[src/rtl/mem_port_arbiter_if.sv]
// mem_port_arbiter_if: fetch/data requester ports and the shared memory bus port
interface mem_port_arbiter_if #(
   parameter int ADDR_W = 32
);
   logic              if_req;
   logic [ADDR_W-1:0] if_addr;
   logic [31:0]       if_rdata;
   logic              if_ack;
   logic              if_err;
   logic              d_req;
   logic              d_we;
   logic [1:0]        d_size;
   logic [ADDR_W-1:0] d_addr;
   logic [31:0]       d_wdata;
   logic [31:0]       d_rdata;
   logic              d_ack;
   logic              d_err;
   logic              bus_req;
   logic              bus_we;
   logic [ADDR_W-1:0] bus_addr;
   logic [3:0]        bus_wstrb;
   logic [31:0]       bus_wdata;
   logic [31:0]       bus_rdata;
   logic              bus_ack;
   modport slave (
      input  if_req, if_addr, d_req, d_we, d_size, d_addr, d_wdata, bus_rdata, bus_ack,
      output if_rdata, if_ack, if_err, d_rdata, d_ack, d_err,
      output bus_req, bus_we, bus_addr, bus_wstrb, bus_wdata
   );
   modport master (
      output if_req, if_addr, d_req, d_we, d_size, d_addr, d_wdata, bus_rdata, bus_ack,
      input  if_rdata, if_ack, if_err, d_rdata, d_ack, d_err,
      input  bus_req, bus_we, bus_addr, bus_wstrb, bus_wdata
   );
endinterface

[src/rtl/mem_port_arbiter.sv]
// mem_port_arbiter: shares one single-outstanding bus port between fetch and data requesters
module mem_port_arbiter #(
   parameter int ADDR_W         = 32,
   parameter int TIMEOUT_CYCLES = 16,
   parameter int STARVE_LIMIT   = 4
) (
   input logic               clk,
   input logic               reset,
   mem_port_arbiter_if.slave mp
);
   localparam int SW = $clog2(STARVE_LIMIT + 1);
   localparam int TW = $clog2(TIMEOUT_CYCLES);
   typedef enum logic [1:0] {IDLE, BUSY_I, BUSY_D, RESP} state_t;
   state_t        r_state;
   logic [SW-1:0] r_starve;
   logic [TW-1:0] r_tmo;
   logic          w_grant_d;
   logic          w_if_mis;
   logic          w_d_mis;
   logic          w_tmo;
   logic          w_is_d;
   logic [3:0]    w_wstrb;
   logic [31:0]   w_wdata;
   always_comb begin
      w_grant_d = mp.d_req && !(mp.if_req && r_starve == SW'(STARVE_LIMIT));
      w_if_mis  = |mp.if_addr[1:0];
      w_d_mis   = (mp.d_size == 2'd1 && mp.d_addr[0]) || (mp.d_size[1] && |mp.d_addr[1:0]);
      w_tmo     = r_tmo == TW'(TIMEOUT_CYCLES - 1);
      w_is_d    = r_state == BUSY_D;
      w_wstrb   = !mp.d_we ? 4'b0000 :
                  mp.d_size == 2'd0 ? 4'b0001 << mp.d_addr[1:0] :
                  mp.d_size == 2'd1 ? 4'b0011 << {mp.d_addr[1], 1'b0} : 4'b1111;
      w_wdata   = mp.d_size == 2'd0 ? {4{mp.d_wdata[7:0]}} :
                  mp.d_size == 2'd1 ? {2{mp.d_wdata[15:0]}} : mp.d_wdata;
   end
   always_ff @(posedge clk or posedge reset) begin
      if (reset) begin
         r_state      <= IDLE;
         r_starve     <= '0;
         r_tmo        <= '0;
         mp.if_rdata  <= '0;
         mp.if_ack    <= 1'b0;
         mp.if_err    <= 1'b0;
         mp.d_rdata   <= '0;
         mp.d_ack     <= 1'b0;
         mp.d_err     <= 1'b0;
         mp.bus_req   <= 1'b0;
         mp.bus_we    <= 1'b0;
         mp.bus_addr  <= '0;
         mp.bus_wstrb <= '0;
         mp.bus_wdata <= '0;
      end else begin
         mp.if_ack <= 1'b0;
         mp.if_err <= 1'b0;
         mp.d_ack  <= 1'b0;
         mp.d_err  <= 1'b0;
         case (r_state)
            IDLE: begin
               if (w_grant_d) begin
                  // fetch pending while data wins: one step closer to forcing a fetch grant
                  if (mp.if_req) r_starve <= r_starve + SW'(1);
                  if (w_d_mis) begin
                     mp.d_err <= 1'b1;
                     r_state  <= RESP;
                  end else begin
                     mp.bus_req   <= 1'b1;
                     mp.bus_we    <= mp.d_we;
                     mp.bus_addr  <= {mp.d_addr[ADDR_W-1:2], 2'b00};
                     mp.bus_wstrb <= w_wstrb;
                     mp.bus_wdata <= w_wdata;
                     r_state      <= BUSY_D;
                  end
               end else if (mp.if_req) begin
                  r_starve <= '0;
                  if (w_if_mis) begin
                     mp.if_err <= 1'b1;
                     r_state   <= RESP;
                  end else begin
                     mp.bus_req   <= 1'b1;
                     mp.bus_we    <= 1'b0;
                     mp.bus_addr  <= {mp.if_addr[ADDR_W-1:2], 2'b00};
                     mp.bus_wstrb <= 4'b0000;
                     r_state      <= BUSY_I;
                  end
               end
            end
            RESP: r_state <= IDLE;
            default: begin
               // an ack in the final timeout cycle still completes the access normally
               if (mp.bus_ack || w_tmo) begin
                  mp.bus_req <= 1'b0;
                  r_tmo      <= '0;
                  r_state    <= RESP;
                  if (w_is_d) begin
                     mp.d_ack <= mp.bus_ack;
                     mp.d_err <= !mp.bus_ack;
                     if (mp.bus_ack) mp.d_rdata <= mp.bus_rdata;
                  end else begin
                     mp.if_ack <= mp.bus_ack;
                     mp.if_err <= !mp.bus_ack;
                     if (mp.bus_ack) mp.if_rdata <= mp.bus_rdata;
                  end
               end else begin
                  r_tmo <= r_tmo + TW'(1);
               end
            end
         endcase
      end
   end
endmodule
[src/flat_wrapper.sv]
// flat-port wrapper written by rule: the top's interface ports become plain ports
module mem_port_arbiter_flat 
#(
   parameter int ADDR_W         = 32,
   parameter int TIMEOUT_CYCLES = 16,
   parameter int STARVE_LIMIT   = 4
)
  (clk, reset, mp_if_req, mp_if_addr, mp_d_req, mp_d_we, mp_d_size, mp_d_addr, mp_d_wdata, mp_bus_rdata, mp_bus_ack, mp_if_rdata, mp_if_ack, mp_if_err, mp_d_rdata, mp_d_ack, mp_d_err, mp_bus_req, mp_bus_we, mp_bus_addr, mp_bus_wstrb, mp_bus_wdata);
  mem_port_arbiter_if #(.ADDR_W(ADDR_W)) mp_i ();
  input logic clk;
  input logic reset;
  input wire logic [$bits(mp_i.if_req)-1:0] mp_if_req;
  input wire logic [$bits(mp_i.if_addr)-1:0] mp_if_addr;
  input wire logic [$bits(mp_i.d_req)-1:0] mp_d_req;
  input wire logic [$bits(mp_i.d_we)-1:0] mp_d_we;
  input wire logic [$bits(mp_i.d_size)-1:0] mp_d_size;
  input wire logic [$bits(mp_i.d_addr)-1:0] mp_d_addr;
  input wire logic [$bits(mp_i.d_wdata)-1:0] mp_d_wdata;
  input wire logic [$bits(mp_i.bus_rdata)-1:0] mp_bus_rdata;
  input wire logic [$bits(mp_i.bus_ack)-1:0] mp_bus_ack;
  output wire logic [$bits(mp_i.if_rdata)-1:0] mp_if_rdata;
  output wire logic [$bits(mp_i.if_ack)-1:0] mp_if_ack;
  output wire logic [$bits(mp_i.if_err)-1:0] mp_if_err;
  output wire logic [$bits(mp_i.d_rdata)-1:0] mp_d_rdata;
  output wire logic [$bits(mp_i.d_ack)-1:0] mp_d_ack;
  output wire logic [$bits(mp_i.d_err)-1:0] mp_d_err;
  output wire logic [$bits(mp_i.bus_req)-1:0] mp_bus_req;
  output wire logic [$bits(mp_i.bus_we)-1:0] mp_bus_we;
  output wire logic [$bits(mp_i.bus_addr)-1:0] mp_bus_addr;
  output wire logic [$bits(mp_i.bus_wstrb)-1:0] mp_bus_wstrb;
  output wire logic [$bits(mp_i.bus_wdata)-1:0] mp_bus_wdata;
  assign mp_i.if_req = mp_if_req;
  assign mp_i.if_addr = mp_if_addr;
  assign mp_i.d_req = mp_d_req;
  assign mp_i.d_we = mp_d_we;
  assign mp_i.d_size = mp_d_size;
  assign mp_i.d_addr = mp_d_addr;
  assign mp_i.d_wdata = mp_d_wdata;
  assign mp_i.bus_rdata = mp_bus_rdata;
  assign mp_i.bus_ack = mp_bus_ack;
  assign mp_if_rdata = mp_i.if_rdata;
  assign mp_if_ack = mp_i.if_ack;
  assign mp_if_err = mp_i.if_err;
  assign mp_d_rdata = mp_i.d_rdata;
  assign mp_d_ack = mp_i.d_ack;
  assign mp_d_err = mp_i.d_err;
  assign mp_bus_req = mp_i.bus_req;
  assign mp_bus_we = mp_i.bus_we;
  assign mp_bus_addr = mp_i.bus_addr;
  assign mp_bus_wstrb = mp_i.bus_wstrb;
  assign mp_bus_wdata = mp_i.bus_wdata;
  mem_port_arbiter #(.ADDR_W(ADDR_W), .TIMEOUT_CYCLES(TIMEOUT_CYCLES), .STARVE_LIMIT(STARVE_LIMIT)) u_core (.clk(clk), .reset(reset), .mp(mp_i));
endmodule
[config.mk]
export PLATFORM = sky130hd
export DESIGN_NAME = mem_port_arbiter_flat
export DESIGN_NICKNAME = d
export VERILOG_FILES = /design/src/rtl/mem_port_arbiter_if.sv /design/src/rtl/mem_port_arbiter.sv /design/src/flat_wrapper.sv
export SDC_FILE = /design/constraint.sdc
export NUM_CORES = 1
export LEC_CHECK = 0
export BUFFER_PORTS_ARGS = -buffer_cell sky130_fd_sc_hd__buf_4
export CAP_MARGIN = 20
export CELL_PAD_IN_SITES_DETAIL_PLACEMENT = 1
export CELL_PAD_IN_SITES_GLOBAL_PLACEMENT = 1
export CORE_UTILIZATION = 38
export DETAILED_ROUTE_END_ITERATION = 10
export PLACE_DENSITY = 0.88
export SYNTH_ARGS = -nofsm -noshare
export SYNTH_HDL_FRONTEND = slang
export SYNTH_SLANG_ARGS = --single-unit
[constraint.sdc]
create_clock -name clk -period 4.8 [get_ports clk]
set_input_delay 0.24 -clock clk [delete_from_list [all_inputs] [get_ports clk]]
set_output_delay 0.24 -clock clk [all_outputs]
set_load 0.02 [all_outputs]
-- Word-level counts from Yosys, hierarchy flattened
Cells that the tools add are included.
- register bits after elaboration: 147
- bits of input ports: 136
- logic and storage cells: 105
- add/sub/neg operators: 2
- equal/unequal tests: 10
- shift-type cells: 2
- multiplexer cells: 50
- bitwise logic cells: 4
- reductions and logical operators: 23
- operators by type and width (kind ; count):
    $mux W32 ; 6
    $mux W4 ; 8
    $mux W1 ; 25
    $reduce_and A4 Y1 ; 3
    $mux W3 ; 3
    $mux W2 ; 4
    $ne A3 B2 Y1 const B ; 2
    $pmux W1 S2 ; 3
    $reduce_or A2 Y1 ; 3
    $reduce_and A5 Y1 ; 1
    $add A4 B1 Y4 const B ; 1
    $eq A2 B2 Y1 const B ; 2
    $eq A4 B4 Y1 const B ; 1
    $logic_and A1 B1 Y1 ; 4
    $logic_not A2 Y1 ; 2
    $not A1 Y1 ; 4
    $pmux W2 S2 ; 1
    $reduce_and A2 Y1 ; 2
    $reduce_bool A2 Y1 ; 2
    $shl A1 B2 Y4 const A ; 1
    $shl A2 B2 Y4 const A ; 1
    $add A3 B1 Y3 const B ; 1
    $eq A3 B3 Y1 const B ; 1
    $ne A3 B3 Y1 const B ; 1
    other kinds (7) ; 9

-- Depth between registers and ports, before layout
Gate-level depths: netlist (run 1).
- depth in word-level cells: 6
- gate-level depth with buffers: 9
- depth with buffers taken out: 6

-- Worst setup path before layout (run 1)
Ideal clock, no wire load.
- path kind: register -> register
- start point: register u_core.r_state[0]
- end point: register u_core.mp.bus_addr[10]
- library setup time: 0.125 ns
- data arrival time: 1.861 ns
- data required time: 4.675 ns
- setup slack: 2.814 ns
- stages on the path, launching flop included: 9
- buffers on the path: 2
- clock period less this slack: 1.986 ns
- cells stage by stage: dfrtp_1 > inv_1 > ha_1 > buf_4 > nand2_1 > a2111oi_4 > a31oi_4 > buf_6 > mux2_4
- word-level cells in the longest chain between the ends: 2
- ends and longest elaborated chain (what ; line ; RTL):
    from (decl) ; mem_port_arbiter.sv:14 ; state_t r_state;
    from (signal assigned) ; mem_port_arbiter.sv:38 ; r_state <= IDLE;
    from (signal assigned) ; mem_port_arbiter.sv:64 ; r_state <= RESP;
    from (signal assigned) ; mem_port_arbiter.sv:71 ; r_state <= BUSY_D;
    $logic_not A2 Y1 ; mem_port_arbiter.sv:57 ; case (r_state)
    $reduce_and A4 Y1 (no line) ; -- ;
    to (signal assigned) ; mem_port_arbiter.sv:68 ; mp.bus_addr <= {mp.d_addr[ADDR_W-1:2], 2'b00};
    to (signal assigned) ; mem_port_arbiter.sv:81 ; mp.bus_addr <= {mp.if_addr[ADDR_W-1:2], 2'b00};
    to (decl) ; mem_port_arbiter_if.sv:28 ; output bus_req, bus_we, bus_addr, bus_wstrb, bus_wdata
No other way between the ends.
A chain may end at the register's enable or synchronous reset.

-- Worst setup path after layout (run 1)
- start point: register u_core.r_starve[0]
- end point: register u_core.mp.bus_wdata[10]
- word-level cells in the longest chain between the ends: 5
- ends and longest elaborated chain (what ; line ; RTL):
    from (decl) ; mem_port_arbiter.sv:15 ; logic [SW-1:0] r_starve;
    from (signal assigned) ; mem_port_arbiter.sv:61 ; if (mp.if_req) r_starve <= r_starve + SW'(1);
    $eq A3 B3 Y1 ; mem_port_arbiter.sv:25 ; w_grant_d = mp.d_req && !(mp.if_req && r_starve == SW'(STARVE_LIMIT));
    $logic_and A1 B1 Y1 ; mem_port_arbiter.sv:25 ;
    $logic_not A1 Y1 ; mem_port_arbiter.sv:25 ;
    $logic_and A1 B1 Y1 ; mem_port_arbiter.sv:25 ;
    $reduce_and A3 Y1 (no line) ; -- ;
    to (signal assigned) ; mem_port_arbiter.sv:70 ; mp.bus_wdata <= w_wdata;
    to (decl) ; mem_port_arbiter_if.sv:28 ;
No other way between the ends.

==> out/results.txt, run 1 <==
The die width works out to 133.4 µm. Post-CTS timing repair inserted 0 buffers for setup. The logs give 0 for the max-capacitance violation count and 0 for the residual antenna-violating net count after detailed routing.

The library cell used most frequently in the layout, excluding fill and tap cells, is sky130_fd_sc_hd__buf_4. The power share of the clock group is 0.214. Worst setup slack after layout: 1.738 ns. The slowest stage cell on the critical path was sky130_fd_sc_hd__and3_1. The tools report the post-placement setup slack as 1.789 ns.

The final count of negative-setup-slack endpoints was 0; the fraction of power spent switching nets was 0.3616. Endpoint class of the critical path: a flop. The number of register bits inferred by synthesis was 145.

The initial cell density of the core came out at 0.3926. The power per standard cell area was 692.6 mW/mm². The run gives -0.04561 ns as the worst-case hold slack. The critical path goes through inv_1, ha_1, nand3_2, and2_1, and3_1, buf_4, mux2_2. Dividing the synthesized area by the synthesized cell count gives 14.16 µm².

For this run, the slowest stage of the critical path takes 0.79 ns. After routing, the total negative slack on setup checks comes to 0 ns. On the critical path the largest part of the delay comes from simple AND/OR/NAND/NOR gates. For this run, the top clock speed supported by timing is 326.6 MHz. The share of layout cells above drive strength 1 was 0.6161.

The kind of critical path is flop to flop. The combinational cell fraction of total power is 0.448. The synthesized cell area is 0.006556 mm².

The tools report the number of levels in the clock H-tree as 4. The run finished, with violations left. For the worst setup path, the data required time is 5.09 ns. The logs give 40 for the post-synthesis cell type count and 0 for the number of gates resized after CTS. At the pin with the least slew margin, the transition time is 0.8017 ns. Fill cells in the final layout number 1726.

The final-report hold violation count came out at 19. After detailed routing, the number of vias per cell comes to 4.971. Worst slew slack as a fraction of its limit: 0.4655.

The logs give 5540 for the via count of the first global-routing pass and 17 for the number of buffers created by CTS. From synthesis to final layout, the design area changed by 43.13%. The leakage power total came out at 4.615 nW.

The worst hold path belongs to the class input port to asynchronous set/reset pin. In this run the worst setup path begins at u_core.r_starve[0]. The tools report the final-report max-slew violation count as 0. The buffer levels on the longest clock path was 2. The detailed router placed 4797 vias in this run.

In the layout the commonest cells are sky130_fd_sc_hd__buf_4, sky130_fd_sc_hd__dfrtp_1, sky130_fd_sc_hd__mux2_2. The clock-pin transition on the worst setup and hold timing paths is 0.06 ns, and the count of hold buffers inserted by post-cts repair is 0. Global routing finished with a remaining overflow of 0.

In the final routed layout, each cell accounts on average for 19.23 µm. Largest net degree at the start of global routing: 89. Cell at the root of the clock tree: sky130_fd_sc_hd__clkbuf_16. Among all flip-flop cells after synthesis, the most frequent one is sky130_fd_sc_hd__dfrtp_1.

The clock reaches the later pin of the worst-skew pair after 0.41 ns. Setup repair after global routing left no endpoint under its margin. The final period utilization was 0.6378; the sequential group share of total power was 0.338. IR analysis of the VDD net gives a maximum drop of 361.2 µV. The first global-routing pass estimated 29390 µm of wire.

The checks that failed: hold timing. The number of buffers and inverters on the critical path is 2. The run gives 463 as the synthesized netlist cell count. TritonCTS built the clock tree. In this run, the number of DRC markers left after iteration 0 of detailed routing was 128.

The overall routed net length was 18560 µm; the initial antenna violation count was 0. The tools report the placeable core region as 0.01670 mm². The internal power of the cells totals 4.149 mW. The half-perimeter wire length of the detailed placement result is 13860 µm, and the die area is 0.01778 mm². The floorplan step set the die height to 133.4 µm. The number of antenna diodes in the final layout is 0. The number of flops mapped to enable cells by yosys is 0. Arrival time at the worst endpoint: 3.36 ns. The tools report the net switching power as 2.350 mW.

The proportion of register bits with asynchronous set or reset after synthesis was 1.000. The run gives 0.2159 as the total routing resource utilization after global routing. The logs give 145 for the number of sinks on the clock net and 0.8380 for the weighted congestion reported at the end of routability-driven placement. At the end of the flow, the number of nets in the layout was 875.

The tools report the number of detailed-routing iterations run before antenna repair as 4. The startpoint class of the critical path was a flop. The tools report the number of placed I/O pins as 274. The tools report the startpoint of the worst register-to-register path as u_core.r_starve[0]. The logs give 0.006808 ns for the post-route clock skew and 0.5534 for the part of the Yosys area used for sequential elements. The largest fanout of any net on the critical path works out to 21. During synthesis, Yosys emitted a total of 0 warnings.

In this run the core area contains 47 standard-cell rows. The final critical path time including I/O delays and setup came out at 3.062 ns. The total of buffers placed on input and output ports is 271.

The run gives 0 as the DRC violation count after routing.
-- flip-flops by register name, indices dropped and copies added (netlist names) --
| name | count |
|---|---|
| u_core.mp.bus_addr | 30 |
| u_core.mp.bus_req | 1 |
| u_core.mp.bus_wdata | 32 |
| u_core.mp.bus_we | 1 |
| u_core.mp.bus_wstrb | 4 |
| u_core.mp.d_ack | 1 |
| u_core.mp.d_err | 1 |
| u_core.mp.d_rdata | 32 |
| u_core.mp.if_ack | 1 |
| u_core.mp.if_err | 1 |
| u_core.mp.if_rdata | 32 |
| u_core.r_starve | 3 |
| u_core.r_state | 2 |
| u_core.r_tmo | 4 |
-- cell families (layout without fill, tap and decap cells) --
| logic type | after synthesis | in the layout | synth area share |
|---|---|---|---|
| simple gates | 46 | 46 | 0.03321 |
| flops | 145 | 145 | 0.5534 |
| mux | 176 | 176 | 0.3166 |
| fa+ha+maj | 7 | 7 | 0.01336 |
| buf+inv | 37 | 318 | 0.02939 |
| compound gates | 51 | 51 | 0.05344 |
| other cells | 1 | 2 | 0.0005720 |
-- final timing paths --
path | end | slack, ns | cells past startpoint
setup / recovery | u_core.mp.bus_wdata[10] | 1.74 | 7
setup reg to reg | u_core.mp.bus_wdata[10] | 1.74 | 7
max in group asynchronous | u_core.mp.if_rdata[25] | 3.55 | 3
hold / removal | u_core.mp.d_rdata[9] | -0.05 | 2
min in group clk | u_core.mp.d_rdata[15] | 0.07 | 2
hold reg to reg | u_core.mp.bus_wdata[24] | 0.49 | 1
-- synth_stat cells, drive strengths merged (7+ instances only) --
library cell,n,area (µm²)
a21oi,12,60.06
a31oi,11,83.83
buf,19,125.1
clkbuf,9,33.78
dfrtp,145,3628
ha,7,87.58
inv,9,33.78
mux2,158,1896
mux2i,18,180.2
nand2,23,86.33
nor2,7,33.78
o21ai,15,75.07
-- per-layer routing --
layer / wire, µm / global-route usage / vias to the layer above
met5: 0 / 0 / -
met4: 620 / 0.1048 / 0
met3: 1207 / 0.05708 / 45
met2: 9794 / 0.3898 / 182
met1: 6938 / 0.2333 / 2381
li1: - / - / 2189
-- power by group through the flow --
stage / combinational (mW) / sequential (mW) / clock, mW
2_1_floorplan: 0.971 / 2.82 / 0
3_3_place_gp: 2.84 / 2.15 / 0
4_1_cts: 2.95 / 2.20 / 1.42
6_report: 2.91 / 2.20 / 1.39
3_5_place_dp: 2.94 / 2.20 / 0
5_1_grt: 3.08 / 2.26 / 1.47
-- worst reg2reg max path, delay by kind of cell, from the launching register on --
| family | cells | cell delay [ns] |
|---|---|---|
| adder cells (fa/ha/maj) | 1 | 0.21 |
| buffers and inverters | 2 | 0.50 |
| flip-flops | 1 | 0.41 |
| multiplexers | 1 | 0.39 |
| AND/OR/NAND/NOR | 3 | 1.44 |
-- metrics by stage --
step           utilization  cells  power, mW  hold slack, ns  cell area, µm²
4_1_cts             0.5619    965      6.573        0.004482            9384
6_report            0.5619    965      6.500        -0.04561            9384
3_5_place_dp        0.5246    933      5.145          0.4546            8761
2_1_floorplan            -    464      3.792          0.3479            6560
3_3_place_gp        0.5246    933      4.989          0.4302            8761
5_1_grt             0.5619    965      6.819         0.04896            9384
-- cell type report --
cell class / count / area, µm² / share of cell area
flip-flops and latches: 145 / 3628 / 0.3867
clock inverters: 9 / 155.1 / 0.01653
multi-input cells: 282 / 2739 / 0.2919
clock buffers: 23 / 467.9 / 0.04987
well taps: 220 / 275.3 / 0.02933
inverters: 9 / 38.79 / 0.004133
repair buffers: 277 / 2079 / 0.2216
No activity file was read; power rests on OpenSTA's default activity.
==> run 2: changes to the inputs <==
clock period = 3 ns   (was 4.8 ns; I/O delays follow)
==> run 2 against run 1 <==
The run now ends clean; first-iteration DRC count increased by 65%; routed wire length grew 5.2%; critical path type unchanged; largest cell class unchanged; sequential share of layout area fell by 1.6 points; highest routed layer unchanged.
==> out/results.txt, run 2 (synthesized netlist as in run 1, its figures left out) <==
Fraction of power spent switching nets: 0.3687 (was 0.3616). The number of sinks on the clock net is 145 (unchanged), and the critical path data required time is 3.29 ns (was 5.09 ns). For the final count of negative-setup-slack endpoints, the log shows 0 (unchanged). Top layer reached by signal wires: met4 (unchanged). The post-route clock skew was 0.009149 ns (was 0.006808 ns). The run gives 10610 µm (was 9794 µm) as the met2 wire length. The antenna cell count was 0 (unchanged); the internal power summed over all cells was 6.552 mW (was 4.149 mW). The half-perimeter wire length of the detailed placement result was 13830 µm (was 13860 µm); the leakage power total was 4.778 nW (was 4.615 nW).

TritonCTS built the clock tree. Largest registers: u_core.mp.bus_wdata x32, u_core.mp.d_rdata x32, u_core.mp.if_rdata x32 (unchanged). The flow ran to the end, and the final reports show no timing, DRC or antenna violations. The tools report the endpoint class of the critical path as a flop (unchanged). For the number of nets in the layout, the log shows 916 (was 875). For the DRC violation count after routing, the log shows 0 (unchanged). Number of fill cells in the layout: 1693 (was 1726).

Start point of the critical path: u_core.r_starve[0] (unchanged). The first-pass GRT wire length came out at 31320 µm (was 29390 µm). Startpoint of the worst register-to-register path: u_core.r_starve[0] (unchanged). The startpoint class of the critical path was a flop (unchanged). The transition time at the pin with the least slew margin works out to 0.8184 ns (was 0.8017 ns).

The cell at the root of the clock tree is sky130_fd_sc_hd__clkbuf_16 (unchanged). Worst-path cell chain: inv_1, ha_1, nand3_2, and2_1, and3_1, buf_4, mux2_2 (unchanged). The placeable core region was 0.01670 mm² (unchanged); the via count of the first global-routing pass was 5682 (was 5540). Slowest stage cell on the critical path: sky130_fd_sc_hd__and2_1 (was sky130_fd_sc_hd__and3_1). The share of layout cells above drive strength 1 works out to 0.5891 (was 0.6161). The startpoint identified for the worst hold timing path is mp_d_wdata[0]. The total routing resource utilization after global routing was 0.2287 (was 0.2159). The total power after layout is 10.38 mW (was 6.500 mW), and the combinational cell fraction of total power is 0.457 (was 0.448).

The sequential group share of total power was 0.337 (was 0.338); the power share of the clock group was 0.206 (was 0.214). The largest net degree at the start of global routing is 146 (was 89). The insertion delay of the later-clocked pin in the worst-skew pair is 0.41 ns (about the same), and the first-iteration detailed-routing DRC count is 211 (was 128). Initial cell density of the core: 0.3926 (unchanged). The final critical path time including I/O delays and setup works out to 2.440 ns (was 3.062 ns). The initial antenna violation count is 0 (unchanged). The kind of critical path is flop to flop (unchanged). The number of levels in the clock H-tree is 4 (unchanged), and the clock-pin transition on the worst setup and hold timing paths is 0.06 ns (about the same). Most used cells in the layout excluding fill and tap cells: sky130_fd_sc_hd__buf_4, sky130_fd_sc_hd__dfrtp_1, sky130_fd_sc_hd__mux2_2 (unchanged). The logs give 0 (was 19) for the final-report hold violation count and 0 (unchanged) for the setup fix buffers added after clock tree synthesis.

The wire length per cell came out at 19.42 µm (was 19.23 µm). The worst hold-check path type is input port to flop (was input port to asynchronous set/reset pin). The total of buffers placed on input and output ports came out at 271 (unchanged).

The residual antenna-violating net count after detailed routing was 0 (unchanged). The total number of vias is 4990 (was 4797). The die width was 133.4 µm (unchanged); the synthesis-to-finish area growth was 49.33% (was 43.13%). The power per standard cell area works out to 1060 mW/mm² (was 692.6 mW/mm²). Die height: 133.4 µm (unchanged).

The final-report max-slew violation count was 0 (unchanged). The tools report the footprint of the multi-input gates as 0.002739 mm² (unchanged). The number of buffers created by CTS was 17 (unchanged); the number of placed I/O pins was 274 (unchanged). The maximum clock frequency was 409.9 MHz (was 326.6 MHz).

The run gives 47 (unchanged) as the row count. The largest vdd supply drop was 515.9 µV (was 361.2 µV); the leftover overflow at the end of global routing was 0 (unchanged). The final period utilization is 0.8132 (was 0.6378).

The buffer levels on the longest clock path is 2 (unchanged). Setup repair after global routing left no endpoint under its margin. The wire length on met1 was 7260 µm (was 6938 µm).

The logs give 0.8226 (was 0.8380) for the weighted congestion reported at the end of routability-driven placement and 0.01778 mm² (unchanged) for the die area. The commonest non-fill, non-tap cell in the layout is sky130_fd_sc_hd__buf_4 (unchanged). The delay of the slowest cell on the worst path came out at 0.51 ns (was 0.79 ns). The per-cell via count in the routed design was 4.960 (was 4.971); the largest fanout of any net on the critical path was 26 (was 21). For the utilization after layout, the log shows 0.5862 (was 0.5619). The run gives 0 ns (unchanged) as the sum of negative setup slack. The area taken by flip-flops and latches is 0.003628 mm² (unchanged), and the number of detailed-routing iterations run before antenna repair is 4 (unchanged). The worst slew slack as a fraction of its limit came out at 0.4544 (was 0.4655). Number of buffer and inverter stages on the critical path: 2 (unchanged). The max-capacitance violation count is 0 (unchanged), and the net switching power is 3.827 mW (was 2.350 mW).

The arrival time at the worst endpoint is 2.73 ns (was 3.36 ns). Gate family responsible for the most delay along the worst path: simple AND/OR/NAND/NOR gates (unchanged). The logs give 0 (unchanged) for the number of gates resized after CTS and 19530 µm (was 18560 µm) for the overall routed net length. The detailed route wirelength on metal3 was 1038 µm (was 1207 µm); the count of hold buffers inserted by post-cts repair was 38 (was 0).
-- run 2: worst paths after layout --
kind	end	slack [ns]	depth (start not counted)
max	u_core.mp.bus_wdata[6]	0.56	7
min	u_core.mp.bus_wdata[0]	0.02	2
max reg2reg	u_core.mp.bus_wdata[6]	0.56	7
min reg2reg	u_core.mp.bus_wdata[25]	0.49	1
max in group asynchronous	u_core.mp.d_rdata[1]	1.88	4
min in group asynchronous	u_core.mp.if_rdata[27]	0.48	4
-- run 2: final cells by class --
| cell class | count | share of cell area |
|---|---|---|
| Sequential cell | 145 | 0.3706 |
| Timing Repair Buffer | 318 | 0.2564 |
| Inverter | 9 | 0.003834 |
| Tap cell | 220 | 0.02812 |
| Clock inverter | 10 | 0.01291 |
| Clock buffer | 22 | 0.04843 |
| Multi-Input combinational cell | 282 | 0.2797 |
-- run 2: power by group through the flow --
stage,combinational (mW),sequential (mW),clock (mW)
2_1_floorplan,1.55,4.51,0
3_3_place_gp,4.54,3.44,0
3_5_place_dp,4.72,3.51,0
4_1_cts,4.78,3.49,2.18
5_1_grt,5.02,3.61,2.28
6_report,4.74,3.49,2.14
-- run 2: metal layers --
metal | vias to the layer above | global-route usage
li1 | 2276 | -
met1 | 2489 | 0.2494
met2 | 185 | 0.4207
met3 | 40 | 0.05289
met4 | 0 | 0.1010
met5 | - | 0
-- run 2: stage by stage --
stage	hold slack (ns)	setup WS (ns)	area (µm²)	std cells
after floorplan	0.2579	1.014	6564	464
after global placement	0.3902	0.7449	8800	935
after detailed placement	0.3955	0.5692	8800	935
after CTS	0.001635	0.5699	9781	1005
after global routing	0.005521	0.4524	9791	1006
final	0.01902	0.5604	9791	1006
